## config.mk

```make
export PLATFORM = sky130hd
export DESIGN_NAME = fetch_unit
export DESIGN_NICKNAME = d
export VERILOG_FILES = /design/src/rtl/fetch_unit.sv
export SDC_FILE = /design/constraint.sdc
export NUM_CORES = 1
export LEC_CHECK = 0
export CORE_UTILIZATION = 40
export CTS_BUF_LIST = sky130_fd_sc_hd__clkbuf_8
export DETAILED_ROUTE_END_ITERATION = 8
export PLACE_DENSITY = 0.72
export SETUP_SLACK_MARGIN = 0.2
export SYNTH_ARGS = -nofsm -noshare
export SYNTH_HDL_FRONTEND = slang
export SYNTH_SLANG_ARGS = --single-unit
```

## constraint.sdc

```tcl
create_clock -name clk -period 2.4 [get_ports clk]
set_input_delay 0.24 -clock clk [delete_from_list [all_inputs] [get_ports clk]]
set_output_delay 0.24 -clock clk [all_outputs]
set_load 0.02 [all_outputs]
```

## src/rtl/fetch_unit.sv

```systemverilog
// Instruction-fetch stage: owns the PC, issues word reads over a req/ready
// handshake and holds one decoded-ready instruction for the datapath.
module fetch_unit #(
  parameter int unsigned     XLEN      = 32,
  parameter logic [XLEN-1:0] RESET_PC  = 32'h0000_0000,
  parameter logic [XLEN-1:0] NOP_INSTR = 32'h0000_0013
) (
  input  logic            clk,
  input  logic            reset_n,
  output logic            imem_req,
  output logic [XLEN-1:0] imem_addr,
  input  logic            imem_ready,
  input  logic [XLEN-1:0] imem_rdata,
  input  logic            redirect,
  input  logic [XLEN-1:0] redirect_target,
  input  logic            stall,
  output logic            instr_valid,
  output logic [XLEN-1:0] Instr,
  output logic [6:0]      op,
  output logic [2:0]      funct3,
  output logic [6:0]      funct7,
  output logic [XLEN-1:0] PC,
  output logic [XLEN-1:0] PCPlus4
);

  localparam logic [1:0] BOOT  = 2'd0;
  localparam logic [1:0] FETCH = 2'd1;
  localparam logic [1:0] VALID = 2'd2;

  logic [1:0]      state_q, state_d;
  logic [XLEN-1:0] pc_q, pc_d;
  logic            req_q, req_d;
  logic [XLEN-1:0] addr_q, addr_d;
  logic            valid_q, valid_d;
  logic [XLEN-1:0] instr_q, instr_d;
  logic [XLEN-1:0] pco_q, pco_d;
  logic [XLEN-1:0] pcp4_q, pcp4_d;
  logic            kill_q, kill_d;
  logic [XLEN-1:0] tgt;

  assign tgt = {redirect_target[XLEN-1:2], 2'b00};

  always_comb begin
    state_d = state_q;
    pc_d    = pc_q;
    req_d   = req_q;
    addr_d  = addr_q;
    valid_d = valid_q;
    instr_d = instr_q;
    pco_d   = pco_q;
    pcp4_d  = pcp4_q;
    kill_d  = kill_q;
    unique case (state_q)
      BOOT: begin
        pc_d    = redirect ? tgt : pc_q;
        addr_d  = pc_d;
        req_d   = 1'b1;
        state_d = FETCH;
      end
      FETCH: begin
        if (imem_ready) begin
          // a killed or same-cycle-redirected response is dropped
          if (kill_q || redirect) begin
            pc_d   = redirect ? tgt : pc_q;
            addr_d = pc_d;
            kill_d = 1'b0;
          end else begin
            instr_d = imem_rdata;
            pco_d   = pc_q;
            pcp4_d  = pc_q + XLEN'(4);
            valid_d = 1'b1;
            pc_d    = pc_q + XLEN'(4);
            req_d   = 1'b0;
            state_d = VALID;
          end
        end else if (redirect) begin
          kill_d = 1'b1;
          pc_d   = tgt;
        end
      end
      VALID: begin
        if (redirect) begin
          valid_d = 1'b0;
          instr_d = NOP_INSTR;
          pc_d    = tgt;
          addr_d  = tgt;
          req_d   = 1'b1;
          state_d = FETCH;
        end else if (!stall) begin
          valid_d = 1'b0;
          instr_d = NOP_INSTR;
          addr_d  = pc_q;
          req_d   = 1'b1;
          state_d = FETCH;
        end
      end
      default: begin
        state_d = BOOT;
        req_d   = 1'b0;
      end
    endcase
  end

  always_ff @(posedge clk) begin
    if (!reset_n) begin
      state_q <= BOOT;
      pc_q    <= RESET_PC;
      req_q   <= 1'b0;
      addr_q  <= RESET_PC;
      valid_q <= 1'b0;
      instr_q <= NOP_INSTR;
      pco_q   <= RESET_PC;
      pcp4_q  <= RESET_PC + XLEN'(4);
      kill_q  <= 1'b0;
    end else begin
      state_q <= state_d;
      pc_q    <= pc_d;
      req_q   <= req_d;
      addr_q  <= addr_d;
      valid_q <= valid_d;
      instr_q <= instr_d;
      pco_q   <= pco_d;
      pcp4_q  <= pcp4_d;
      kill_q  <= kill_d;
    end
  end

  assign imem_req    = req_q;
  assign imem_addr   = addr_q;
  assign instr_valid = valid_q;
  assign Instr       = instr_q;
  assign op          = instr_q[6:0];
  assign funct3      = instr_q[14:12];
  assign funct7      = instr_q[31:25];
  assign PC          = pco_q;
  assign PCPlus4     = pcp4_q;

endmodule
```

==> results_dict.tcl <==
set metrics [dict create \
    clk_pin_slew_ps 90 \
    critPathSlowestCell "or4_4" \
    hold_buffers 0 \
    yosys_warnings 0 \
    dr.pass1.iters 8 \
    cp_top_family "simple AND/OR/NAND/NOR gates" \
    h-tree-depth 4 \
    critical_path_arrival_ps 2470 \
    die_w_um 139 \
    critPathBufInv 0 \
    status "finished with violations" \
    cp_max_fo 10 \
    grtUsageMet1_pct 38.3 \
    tns_ps 0 \
    synth_cell_type_count 61 \
    route.vias.total 7857 \
    hold_depth 3 \
    wire_per_inst_um 19.1 \
    grt_pass1_wl_mm 39.9 \
    clock_skew_ps 8.51 \
    finalCritPeriodShare_pct 87.0 \
    area_growth_pct 39.6 \
    slew_violations 0 \
    critical_path_class "reg2reg" \
    violations "design-rule violations" \
    drtAntennaViolNets 0 \
    r2r_end "PCPlus4[25]" \
    core-area_sq_mm 0.0181 \
    placementRows 49 \
    drt_first_iter_violations 836 \
    cts_buffers 17 \
    drcViolationCount 13 \
    critPathLaunch "pc_q[8]" \
    synth_edf_count 0 \
    fmax_ghz 0.479 \
    syn-cell-area_sq_mm 0.00748 \
    min_path_type "in2reg" \
    max_cap_violations 0 \
    synth_seq_cells 162 \
    cp.depth 4 \
    r2r_slack_ps 310 \
    diodes 0 \
    rsz0062_at_grt "no" \
    top_usage_layer "met2" \
    cts_tree "built" \
    synthArstFlopShare_pct 0 \
    fin_ws_ps 313 \
    yosysSeqAreaShare_pct 43.4 \
    clk_latency_ps 460 \
    ios 216 \
    hold_violations 0 \
    synth_nets 990 \
    post_cts_buffers 0 \
    crit_path_end "PCPlus4[25]" \
    synth_ff_type "dfxtp_1" \
    synth.avg_cell_area_sq_um 8.13 \
    yosys.area.top_type "dfxtp_1" \
    tightest_slew_ps 584 \
    yosys-top-cells-count "162 x dfxtp_1, 121 x a21oi_1, 120 x nand2_1, 82 x clkbuf_1, 47 x o21ai_0" \
    place_congestion 0.932 \
    pre_cts_slack_ps 120 \
    use_met3_pct 5.01 \
    overflow 0 \
    grtUsageTotal_pct 26.5 \
    nNetsFinal 1171 \
    reg2reg_from "pc_q[8]" \
    cts.sinks 162 \
    drive_gt1_share_pct 10.8 \
    dieArea_sq_mm 0.0192 \
    avgViaCountPerCell 5.86 \
    min_period_ps 2090 \
    cp_cell_sequence "nand4_4, or4_4, or4_1, a31oi_1" \
    synthTopCellsByArea "dfxtp_1 43%, a21oi_1 8.1%, nand2_1 6.0%" \
    root_buffer "clkbuf_8" \
    clk_path_buf_depth 2 \
    max_stage_delay_ps 650 \
    yosysMostFrequentCell "dfxtp_1" \
    start_util_pct 41.2 \
    portBuffers 213 \
    use_met2_pct 38.7 \
    wirelength_mm 25.6 \
    dp_hpwl_mm 18.1 \
    antenna_found_initial 0 \
    total_leakage_power_nw 3.63 \
    grt_pass1_vias 6984 \
    ir_drop_mv 0.399 \
    power_mw 6.34 \
    power.density_mw_per_mm2 607 \
    crit_path_end_kind "flop" \
    setup_violations 0 \
    relSlewSlack_pct 61.1 \
    synth_top_area_share_pct 43.4 \
    cp.required_ps 2780 \
    grt_max_degree 121 \
    utilization_pct 57.5 \
    netlist_instances 920 \
    die_h_um 139 \
    reg2reg_depth 4 \
    startpoint_type "flop" \
]
worst min-delay path by stage:
stage	from	to
finish	redirect	kill_q
global route	redirect	kill_q
CTS	redirect	kill_q
detailed placement	PC[31]	PC[31]
global placement	PC[5]	PC[5]
floorplan	imem_ready	kill_q
per-layer routing:
layer / part of all wire (%) / vias up / wire length (um)
li1: - / 3692 / -
met1: 45 / 3689 / 11500
met2: 43 / 428 / 11100
met3: 9.0 / 48 / 2300
met4: 2.4 / 0 / 627
met5: 0 / - / 0
area by class of cell:
cell class	count	area, sq um
clock buffer	19	262
clock inverter	11	161
fill	1701	7710
inverter	13	50.0
multi-input combinational	625	3690
sequential	162	3250
tap	229	287
timing repair buffer	282	2750
what timing repair did:
| item | in CTS | in global routing |
|---|---|---|
| endpoints found under the setup margin | 1 | 14 |
| hold endpoints to repair | 0 | 0 |
| resized for setup | 1 | 5 |
metrics by stage:
step	std cells	instance area, sq um	hold WS, ps
finish	1341	10400	146
global route	1341	10400	141
CTS	1341	10400	115
detailed placement	1311	10000	447
global placement	1311	10000	443
floorplan	920	7480	337
cell families after synthesis:
group,after synthesis,synth area share (%)
buf+inv,133,7.90
flops,162,43.4
mux,29,3.90
xor+xnor,10,1.17
fa+ha+maj,1,0.167
compound gates,283,23.5
simple gates,302,20.0
where the power goes:
group	switching (mW)	internal, mW
clock network	1.02	1.17
logic	0.651	0.549
registers	0.120	2.83
worst min-delay path, cell delays in order:
cell and delay [ps]:
buf_2 140, a21oi_1 130, a211oi_1 50
placed cells by master (no fill, tap or decap), drive strengths merged, types with 28 or more instances in the layout:
master         netlist  final
buf                 37     70
a211oi              39     39
a21oi              121    121
nand3               46     46
mux2i               28     28
o21ai               49     49
nand2              120    120
clkdlybuf4s50        0    212
dfxtp              162    162
nor3                29     29
sequential cells by signal, summed over array words and instances (netlist names):
signal / count
PC: 32
kill_q: 1
PCPlus4: 30
state_q: 2
Instr: 32
instr_valid: 1
pc_q: 32
imem_addr: 32
Note: power is estimated with default switching activity, not from simulation.
